<file path="src/rtl/rxframe.sv">
// Frame decoder + receive FIFO behind rxshift: checks parity/framing, queues {frm,par,byte}.
// Optional macro RXFRAME_ERRCNT_EN adds o_Err_Cnt, a saturating count of errored entries stored.
module rxframe #(
    parameter int DEPTH      = 4,
    parameter int ADDR_W     = 2,
    parameter bit PARITY_ODD = 1'b0
) (
    input  logic              i_Pclk,
    input  logic              i_Rst,
    input  logic [10:0]       i_Frame,
    input  logic              i_Done,
    output logic [7:0]        o_Byte,
    output logic              o_Par_Err,
    output logic              o_Frm_Err,
    output logic              o_Valid,
    input  logic              i_Ready,
    output logic              o_Overrun,
    input  logic              i_Clr,
`ifdef RXFRAME_ERRCNT_EN
    output logic [7:0]        o_Err_Cnt,
`endif
    output logic [ADDR_W:0]   o_Count
);

    typedef enum logic [1:0] {IDLE, CHECK, PUSH} state_t;

    state_t            state, state_nxt;
    logic              done_q;
    logic [10:0]       frame_q;
    logic              par_q, frm_q;
    logic [9:0]        storage [DEPTH];
    logic [ADDR_W-1:0] rd_ptr, wr_ptr;
    logic [ADDR_W:0]   count;
    logic              overrun;
    logic              latch, check, push_slot;
    logic              full, pop, write;

    always_comb begin
        state_nxt = state;
        latch     = 1'b0;
        check     = 1'b0;
        push_slot = 1'b0;
        case (state)
            IDLE: begin
                if (i_Done && !done_q) begin
                    latch     = 1'b1;
                    state_nxt = CHECK;
                end
            end
            CHECK: begin
                check     = 1'b1;
                state_nxt = PUSH;
            end
            PUSH: begin
                push_slot = 1'b1;
                state_nxt = IDLE;
            end
            default: state_nxt = IDLE;
        endcase
    end

    assign full  = (count == (ADDR_W+1)'(DEPTH));
    assign pop   = o_Valid && i_Ready;
    // A pop in the same cycle frees the slot, so a full FIFO can still accept.
    assign write = push_slot && (!full || pop);

    always_ff @(posedge i_Pclk or posedge i_Rst) begin
        if (i_Rst) begin
            state   <= IDLE;
            done_q  <= 1'b0;
            rd_ptr  <= '0;
            wr_ptr  <= '0;
            count   <= '0;
            overrun <= 1'b0;
        end else begin
            state  <= state_nxt;
            done_q <= i_Done;
            if (write) wr_ptr <= wr_ptr + ADDR_W'(1);
            if (pop)   rd_ptr <= rd_ptr + ADDR_W'(1);
            case ({write, pop})
                2'b10:   count <= count + (ADDR_W+1)'(1);
                2'b01:   count <= count - (ADDR_W+1)'(1);
                default: count <= count;
            endcase
            if (push_slot && full && !pop) overrun <= 1'b1;
            else if (i_Clr)                overrun <= 1'b0;
        end
    end

    always_ff @(posedge i_Pclk) begin
        if (latch) frame_q <= i_Frame;
        if (check) begin
            par_q <= ((^frame_q[9:1]) != PARITY_ODD);
            frm_q <= (frame_q[0] != 1'b0) || (frame_q[10] != 1'b1);
        end
        if (write) storage[wr_ptr] <= {frm_q, par_q, frame_q[8:1]};
    end

`ifdef RXFRAME_ERRCNT_EN
    logic [7:0] err_cnt;
    always_ff @(posedge i_Pclk or posedge i_Rst) begin
        if (i_Rst)
            err_cnt <= '0;
        else if (i_Clr)
            err_cnt <= '0;
        else if (write && (par_q || frm_q) && (err_cnt != 8'hFF))
            err_cnt <= err_cnt + 8'd1;
    end
    assign o_Err_Cnt = err_cnt;
`endif

    // Head is gated so stale storage never shows while empty.
    assign o_Valid   = (count != '0);
    assign o_Byte    = o_Valid ? storage[rd_ptr][7:0] : 8'h00;
    assign o_Par_Err = o_Valid ? storage[rd_ptr][8]   : 1'b0;
    assign o_Frm_Err = o_Valid ? storage[rd_ptr][9]   : 1'b0;
    assign o_Overrun = overrun;
    assign o_Count   = count;

endmodule

</file>
<file path="config.mk">
export PLATFORM = sky130hd
export DESIGN_NAME = rxframe
export DESIGN_NICKNAME = d
export VERILOG_FILES = /design/src/rtl/rxframe.sv
export SDC_FILE = /design/constraint.sdc
export NUM_CORES = 1
export LEC_CHECK = 0
export BUFFER_PORTS_ARGS = -buffer_cell sky130_fd_sc_hd__buf_2
export CAP_MARGIN = 20
export CORE_ASPECT_RATIO = 0.8
export CORE_UTILIZATION = 55
export DETAILED_ROUTE_END_ITERATION = 16
export PLACE_DENSITY = 0.76
export SKIP_LAST_GASP = 1
export SYNTH_ARGS = -nofsm -noshare
export SYNTH_HDL_FRONTEND = slang
export SYNTH_SLANG_ARGS = --single-unit
export TNS_END_PERCENT = 10
</file>
<file path="constraint.sdc">
create_clock -name i_Pclk -period 4.9 [get_ports i_Pclk]
set_input_delay 0 -clock i_Pclk [delete_from_list [all_inputs] [get_ports i_Pclk]]
set_output_delay 0 -clock i_Pclk [all_outputs]
set_load 0.01 [all_outputs]
</file>
==> impl_metrics.json, run 1 <==
{
  "drive_above_1_share_pct": 25.9,
  "r2r-end": "o_Count[2]",
  "p_sw_share_pct": 29.7,
  "ys_seq_elements": 64,
  "start_util_pct": 59.7,
  "peakVddDrop_v": 0.000310,
  "pwr-share-clk_pct": 24.0,
  "dr_total_vias": 1412,
  "maxCapViolations": 0,
  "synth_top_area_share_pct": 61.1,
  "setup_tns_ns": 0,
  "yosys-top-cells-count": "53 x edfxtp_1, 14 x and2_1, 11 x dfrtp_1, 11 x xnor2_1, 10 x mux4_2",
  "grt_util_all_layers_pct": 20.7,
  "fmax_mhz": 413,
  "clkTransAtPathRegs_ns": 0.06,
  "min_period_ns": 2.42,
  "fillers": 289,
  "reg2reg_from": "o_Count[2]",
  "core_area_um2": 4360,
  "die_w_um": 78.9,
  "synth_nets": 171,
  "required_ns": 5.12,
  "h-tree-depth": 3,
  "numCtsBuffers": 9,
  "power_frac_comb_pct": 27.8,
  "timing.final.crit_share_pct": 49.4,
  "avgSynthCellArea_um2": 17.4,
  "final_area_um2": 3110,
  "gp_congestion": 0.911,
  "clkSinkCount": 64,
  "holdPathStages": 3,
  "fp.dieArea_um2": 5020,
  "wl_mm": 4.41,
  "path_max_fanout": 14,
  "grt_pass1_vias": 1510,
  "io_pins": 31,
  "fin_skew_ns": 0.00701,
  "ctsRootBufferMaster": "clkbuf_8",
  "whs_endpoint": "rd_ptr[0]",
  "rows": 21,
  "status": "completed",
  "synth_cell_types": 28,
  "dr.pass1.iters": 4,
  "drtIter0Drc": 105,
  "p_sw_mw": 0.452,
  "area_growth_pct": 19.4,
  "synth_edf_count": 53,
  "hp-start": "i_Ready",
  "dieHeight_um": 63.6,
  "power_density_nw_per_um2": 490,
  "hold_slack_ns": 0.0146,
  "synth_top_area_cell": "edfxtp_1",
  "tightest_slew_ns": 0.691,
  "drc": 0,
  "cts_buffer_depth": 2,
  "postPlaceCellArea_um2": 2800,
  "ant_nets": 0,
  "fin_ws_ns": 2.48,
  "routedWlPerCell_um": 16.8,
  "antenna_found_initial": 0,
  "ys_warn_count": 0,
  "min_path_type": "input port to flip-flop",
  "finish.utilization_pct": 71.3,
  "reg2reg_depth": 6,
  "cts_tree": "built",
  "rsz0062_at_grt": "false",
  "dp_cells": 232,
  "rrSetupSlack_ns": 2.48,
  "seq_area_frac_synth_pct": 71.7,
  "final_hold_viol_count": 0,
  "grt_max_degree": 15,
  "final_cell_count_no_fill": 262,
  "p_leak_nw": 1.15,
  "endpoint_kind": "flip-flop",
  "dp_slack_ns": 2.46,
  "synth_cells": 150,
  "worstSetupPathType": "flip-flop to flip-flop",
  "power_frac_seq_pct": 48.1,
  "overflow": 0,
  "cp-start-kind": "flip-flop",
  "postCtsSetupRepairBufs": 0,
  "power_mw": 1.52,
  "async_flop_share_pct": 17.2,
  "synth_ff_type": "edfxtp_1",
  "finalSetupViolCount": 0,
  "slew_headroom_pct": 53.9,
  "portBuffers": 30,
  "n_antenna_cell": 0,
  "yosysMostFrequentCell": "edfxtp_1",
  "clk_latency_ns": 0.33,
  "finalMaxSlewViolations": 0,
  "grt_pass1_wl_mm": 7.22,
  "internal-power_mw": 1.07,
  "syn-cell-area_um2": 2600,
  "layout.nets": 222,
  "vias_per_cell": 5.39,
  "cp_data_arrival_time_ns": 2.64,
  "netlist_top_cells_area": "edfxtp_1 61%, dfrtp_1 11%, mux4_2 8.6%, xnor2_1 3.7%, and2_1 3.4%"
}
## layer usage
layer / GRT usage (%) / part of all wire, % / vias to the layer above
met5: 0 / 0 / -
met2: 33.9 / 52 / 33
met1: 24.7 / 42 / 711
li1: - / - / 659
met3: 6.23 / 4.2 / 9
met4: 10.9 / 1.9 / 0
## final cells by class
| class | instances | area, µm² | share of cell area, % |
|---|---|---|---|
| flip-flops and latches | 64 | 1870 | 60.0 |
| inverters | 7 | 26.3 | 0.845 |
| well taps | 57 | 71.3 | 2.29 |
| clock inverters | 1 | 5.00 | 0.161 |
| clock buffers | 14 | 153 | 4.91 |
| repair buffers | 45 | 298 | 9.58 |
| multi-input cells | 74 | 689 | 22.2 |
## worst max-delay path, cell delays in order, from the launching register on
cell	delay, ns
dfrtp_1	0.46
or3_1	0.41
nand3_1	0.16
fa_1	0.46
or3_1	0.38
and3_1	0.19
a211o_1	0.25
## logic make-up (layout without fill, tap and decap cells)
kind of cell             after synthesis  after routing  synth area share (%)
multiplexers                          10             10                  8.65
AO/OA/AOI/OAI                         10             10                  2.55
buffers and inverters                 12             67                  2.11
XOR/XNOR                              13             13                  4.37
adder cells (fa/ha/maj)                5              5                  2.69
flip-flops                            64             64                  71.7
AND/OR/NAND/NOR                       36             36                  7.97
## flip-flops by register name, summed over array words and instances, names as in the netlist, 2 cells and up
signal / flops
frame_q: 11
o_Count: 3
rd_ptr: 2
state: 2
storage: 40
wr_ptr: 2
## power groups by stage
| stage | logic (mW) | clock network, mW | registers, mW |
|---|---|---|---|
| after floorplan | 0.326 | 0 | 0.699 |
| after global placement | 0.398 | 0 | 0.737 |
| after detailed placement | 0.418 | 0 | 0.746 |
| after CTS | 0.429 | 0.374 | 0.735 |
| after global routing | 0.462 | 0.392 | 0.746 |
| final | 0.424 | 0.366 | 0.733 |
## what timing repair did
action / 4_1_cts / 5_1_grt
endpoints found under the hold margin: 25 / 0
gates resized for setup: 0 / 0
hold buffers: 14 / 0
## worst max path at each step
stage,endpoint,cells past startpoint,from
final,o_Count[2],6,o_Count[2]
after global routing,o_Count[2],6,o_Count[2]
after CTS,o_Count[2],6,o_Count[2]
after detailed placement,o_Count[2],6,o_Count[2]
after global placement,o_Count[2],6,o_Count[2]
after floorplan,o_Count[2],7,o_Count[2]
## cells in the final DEF, fill, tap and decap left out, drive strengths merged, types with 4 or more instances in the layout
master       count
nand3            4
ha               4
mux4            10
xnor2           11
edfxtp          53
and2            14
buf             30
clkbuf          15
dfrtp           11
dlygate4sd3     14
inv              7
nand2            5
Note: power is estimated with default switching activity, not from simulation.
==> run 2: changes to the inputs <==
CORE_UTILIZATION = 51   (was 55)
PLACE_DENSITY = 0.74   (was 0.76)
clock period = 2.1 ns   (was 4.9 ns; I/O delays follow)
==> impl_metrics.json, run 2 (same netlist as run 1, synthesis figures left out) <==
{
  "cp_slowest_cell": "dfrtp_2",
  "rows": 22,
  "clkTransAtPathRegs_ns": 0.07,
  "dr_total_vias": 1512,
  "fin_skew_ns": 0.00749,
  "min_path_type": "input port to async pin",
  "wl_mm": 5.01,
  "hold_slack_ns": 0.192,
  "mostFrequentLayoutCells": "53 x edfxtp_1, 30 x buf_2, 17 x buf_4, 15 x dlygate4sd3_1, 14 x and2_1",
  "dp_slack_ns": 0.0916,
  "fp.dieArea_um2": 5400,
  "fin_ws_ns": -0.0165,
  "final_common_cell": "edfxtp_1",
  "path_buf_inv": 0,
  "numCtsBuffers": 9,
  "pwr-share-clk_pct": 27.3,
  "power_density_nw_per_um2": 1220,
  "ant_nets": 0,
  "power_mw": 4.05,
  "grt_pass1_vias": 1560,
  "gp_congestion": 0.824,
  "cp_data_arrival_time_ns": 2.34,
  "p_sw_mw": 1.19,
  "endpoint_kind": "flip-flop",
  "layout.nets": 239,
  "postPlaceCellArea_um2": 2890,
  "required_ns": 2.33,
  "power_frac_seq_pct": 40.8,
  "dp_cells": 245,
  "cpLargestDelayFamily": "simple AND/OR/NAND/NOR gates",
  "final_cell_count_no_fill": 283,
  "io_pins": 31,
  "power_frac_comb_pct": 31.9,
  "cts_tree": "built",
  "p_sw_share_pct": 29.4,
  "clkSinkCount": 64,
  "internal-power_mw": 2.86,
  "n_antenna_cell": 0,
  "setup_tns_ns": -0.0165,
  "final_hold_viol_count": 0,
  "crit_chain": "nand2b_4, nand3_1, fa_2, or3_1, and3_1, a211o_1",
  "peakVddDrop_v": 0.000724,
  "regMostFlops": "storage",
  "antenna_found_initial": 0,
  "status": "finished with violations",
  "portBuffers": 30,
  "die_w_um": 81.9,
  "cp-start-kind": "flip-flop",
  "timing.final.crit_share_pct": 101,
  "worst_path_largest_cell_delay_ns": 0.45,
  "path_max_fanout": 5,
  "violations": "setup timing",
  "dieHeight_um": 65.9,
  "cts_buffer_depth": 2,
  "routedWlPerCell_um": 17.7,
  "drtIter0Drc": 147,
  "drc": 0,
  "p_leak_nw": 1.26,
  "tightest_slew_ns": 0.534,
  "grt_pass1_wl_mm": 7.51,
  "dr.pass1.iters": 4,
  "grt_max_degree": 14,
  "drive_above_1_share_pct": 35.9,
  "finalSetupViolCount": 1,
  "fmax_mhz": 472,
  "h-tree-depth": 3,
  "final_area_um2": 3320,
  "worstSetupPathType": "flip-flop to flip-flop",
  "clk_latency_ns": 0.35,
  "slew_headroom_pct": 64.4,
  "maxCapViolations": 0,
  "overflow": 0,
  "area_growth_pct": 27.3,
  "finish.utilization_pct": 70.0,
  "core_area_um2": 4730,
  "finalMaxSlewViolations": 0,
  "largest_reg_flops": 40,
  "min_period_ns": 2.12,
  "vias_per_cell": 5.34,
  "hpwlAfterDp_mm": 3.03,
  "ctsRootBufferMaster": "clkbuf_8",
  "start_util_pct": 55.0,
  "grt_util_all_layers_pct": 20.7
}
[run 2: timing repair]
| item | in CTS | in global routing |
|---|---|---|
| buffers inserted | 0 | 7 |
| endpoints found under the hold margin | 26 | 0 |
| resized for setup | 0 | 2 |
| hold buffers | 15 | 0 |
| setup endpoints to repair | 0 | 1 |
[run 2: worst paths after layout]
| path | startpoint | end | slack, ns | cells past startpoint |
|---|---|---|---|---|
| setup reg to reg | state[1] | o_Count[2] | -0.02 | 6 |
| setup / recovery | state[1] | o_Count[2] | -0.02 | 6 |
| max in group asynchronous | i_Rst | o_Count[0] | 1.56 | 3 |
| hold reg to reg | done_q | state[0] | 0.47 | 1 |
| min in group i_Pclk | i_Done | done_q | 0.31 | 2 |
| hold / removal | i_Rst | wr_ptr[1] | 0.19 | 3 |
[run 2: final cells by class]
| cell class | count | area (µm²) |
|---|---|---|
| Tap cell | 60 | 75.1 |
| Clock buffer | 9 | 124 |
| Timing Repair Buffer | 62 | 428 |
| Clock inverter | 7 | 86.3 |
| Sequential cell | 64 | 1870 |
| Fill cell | 324 | 1420 |
| Inverter | 7 | 26.3 |
| Multi-Input combinational cell | 74 | 704 |
[run 2: power groups by stage]
stage | clock, mW | sequential, mW | combinational [mW]
floorplan | 0 | 1.64 | 0.780
global placement | 0 | 1.67 | 1.06
detailed placement | 0 | 1.70 | 1.11
CTS | 1.12 | 1.67 | 1.14
global route | 1.18 | 1.66 | 1.41
finish | 1.11 | 1.65 | 1.29
[run 2: routing by layer]
metal  wire length, µm  track usage, %
met1              1970            23.4
met2              2630            35.2
met5                 0               0
met3               289            9.24
met4               121            6.14
[run 2: tightest hold or removal path, cell delays in order]
cell and delay, ns:
dlygate4sd3_1 0.53, buf_2 0.12, inv_1 0.34
==> run 3: changes to the inputs <==
CORE_ASPECT_RATIO = 1.25   (was 0.8)
==> impl_metrics.json, run 3 (same netlist as run 1, synthesis figures left out) <==
{
  "dr.pass1.iters": 4,
  "largest_reg_flops": 40,
  "clkSinkCount": 64,
  "grt_pass1_wl_mm": 7.29,
  "rsz0062_at_grt": "false",
  "top_usage_layer": "met2",
  "crit_chain": "nand2b_1, nand3_1, fa_2, or3_1, and3_1, a211o_1",
  "maxCapViolations": 0,
  "rrSetupSlack_ns": 0.11,
  "antenna_found_initial": 0,
  "core_area_um2": 4830,
  "fmax_mhz": 502,
  "cts_tree": "built",
  "min_period_ns": 1.99,
  "drc": 0,
  "worst_path_largest_cell_delay_ns": 0.41,
  "cts_buffer_depth": 2,
  "worstSetupPathType": "flip-flop to flip-flop",
  "mostFrequentLayoutCells": "53 x edfxtp_1, 30 x buf_2, 15 x dlygate4sd3_1, 14 x and2_1, 11 x xnor2_1",
  "fin_ws_ns": 0.110,
  "ctsRootBufferMaster": "clkbuf_8",
  "finish.utilization_pct": 67.8,
  "portBuffers": 30,
  "grt_util_met1_pct": 21.9,
  "peakVddDrop_v": 0.000676,
  "rows": 28,
  "clk_latency_ns": 0.33,
  "slew_headroom_pct": 63.2,
  "power_density_nw_per_um2": 1230,
  "finalMaxSlewViolations": 0,
  "path_max_fanout": 5,
  "drtIter0Drc": 63,
  "fp.dieArea_um2": 5400,
  "grt_util_all_layers_pct": 20.0,
  "vias_per_cell": 5.32,
  "start_util_pct": 53.9,
  "gp_congestion": 0.776,
  "die_w_um": 65.9,
  "grtUsageMet2_pct": 34.4,
  "final_hold_viol_count": 0,
  "cp-start-kind": "flip-flop",
  "regMostFlops": "storage",
  "tightest_slew_ns": 0.552,
  "cp_data_arrival_time_ns": 2.21,
  "postPlaceCellArea_um2": 2890,
  "endpoint_kind": "flip-flop",
  "status": "completed",
  "ant_nets": 0,
  "numCtsBuffers": 9,
  "dieHeight_um": 81.9,
  "drive_above_1_share_pct": 32.6,
  "final_common_cell": "edfxtp_1",
  "io_pins": 31,
  "final_area_um2": 3280,
  "cp_slowest_cell": "dfrtp_1",
  "path_buf_inv": 0,
  "hpwlAfterDp_mm": 2.80,
  "clkTransAtPathRegs_ns": 0.07,
  "area_growth_pct": 25.9,
  "layout.nets": 231,
  "h-tree-depth": 3,
  "fillers": 350,
  "p_leak_nw": 1.23,
  "wl_mm": 4.66,
  "required_ns": 2.32,
  "fin_skew_ns": 0.00592,
  "grtUsageMet3_pct": 5.97,
  "grt_pass1_vias": 1501,
  "n_antenna_cell": 0,
  "timing.final.crit_share_pct": 94.8,
  "dp_slack_ns": 0.135,
  "cpLargestDelayFamily": "simple AND/OR/NAND/NOR gates",
  "dr_total_vias": 1463,
  "grt_max_degree": 14,
  "min_path_type": "input port to async pin",
  "overflow": 0,
  "finalSetupViolCount": 0,
  "cts_resized": 0,
  "routedWlPerCell_um": 16.9
}
[run 3: report_power, final]
part           switching (mW)  internal, mW  total [mW]  leakage, nW
Clock                   0.468         0.790        1.26        0.117
Sequential              0.143          1.52        1.66        0.614
Combinational           0.519         0.583        1.10        0.500
[run 3: what timing repair did]
action,4_1_cts,5_1_grt
hold endpoints to repair,26,0
hold buffers,15,0
buffers inserted,0,0
[run 3: area by class of cell]
class	instances	area (µm²)	share of cell area [%]
Timing Repair Buffer	54	368	11.2
Clock inverter	7	119	3.62
Multi-Input combinational cell	74	697	21.3
Clock buffer	9	124	3.78
Inverter	7	26.3	0.801
Tap cell	60	75.1	2.29
Sequential cell	64	1870	57.0
[run 3: through the flow]
step           std cells  TNS, ns  total power [mW]  hold WS (ns)
6_report             275        0              4.02         0.211
2_1_floorplan        150   -0.221              2.42        -0.148
5_1_grt              275        0              4.24         0.240
3_5_place_dp         244        0              2.77        0.0234
3_3_place_gp         244        0              2.72       0.00582
4_1_cts              275        0              4.05         0.225
[run 3: worst paths after layout]
check,startpoint,end,depth (start not counted)
worst max-delay path,state[0],o_Count[2],6
worst min-delay path,i_Rst,done_q,3
worst max register to register,state[0],o_Count[2],6
worst min register to register,done_q,state[0],1
max in group asynchronous,i_Rst,o_Count[1],3
min in group i_Pclk,i_Done,done_q,2
[run 3: per-layer routing]
layer / vias up / routed length (µm)
met2: 53 / 2610
met3: 9 / 203
li1: 681 / -
met4: 0 / 104
met5: - / 0
met1: 720 / 1740
[run 3: worst reg2reg max path: cells and delay by family (launching register included)]
family	cells	cell delay, ns
fa+ha+maj	1	0.39
flops	1	0.41
simple gates	4	0.83
compound gates	1	0.25
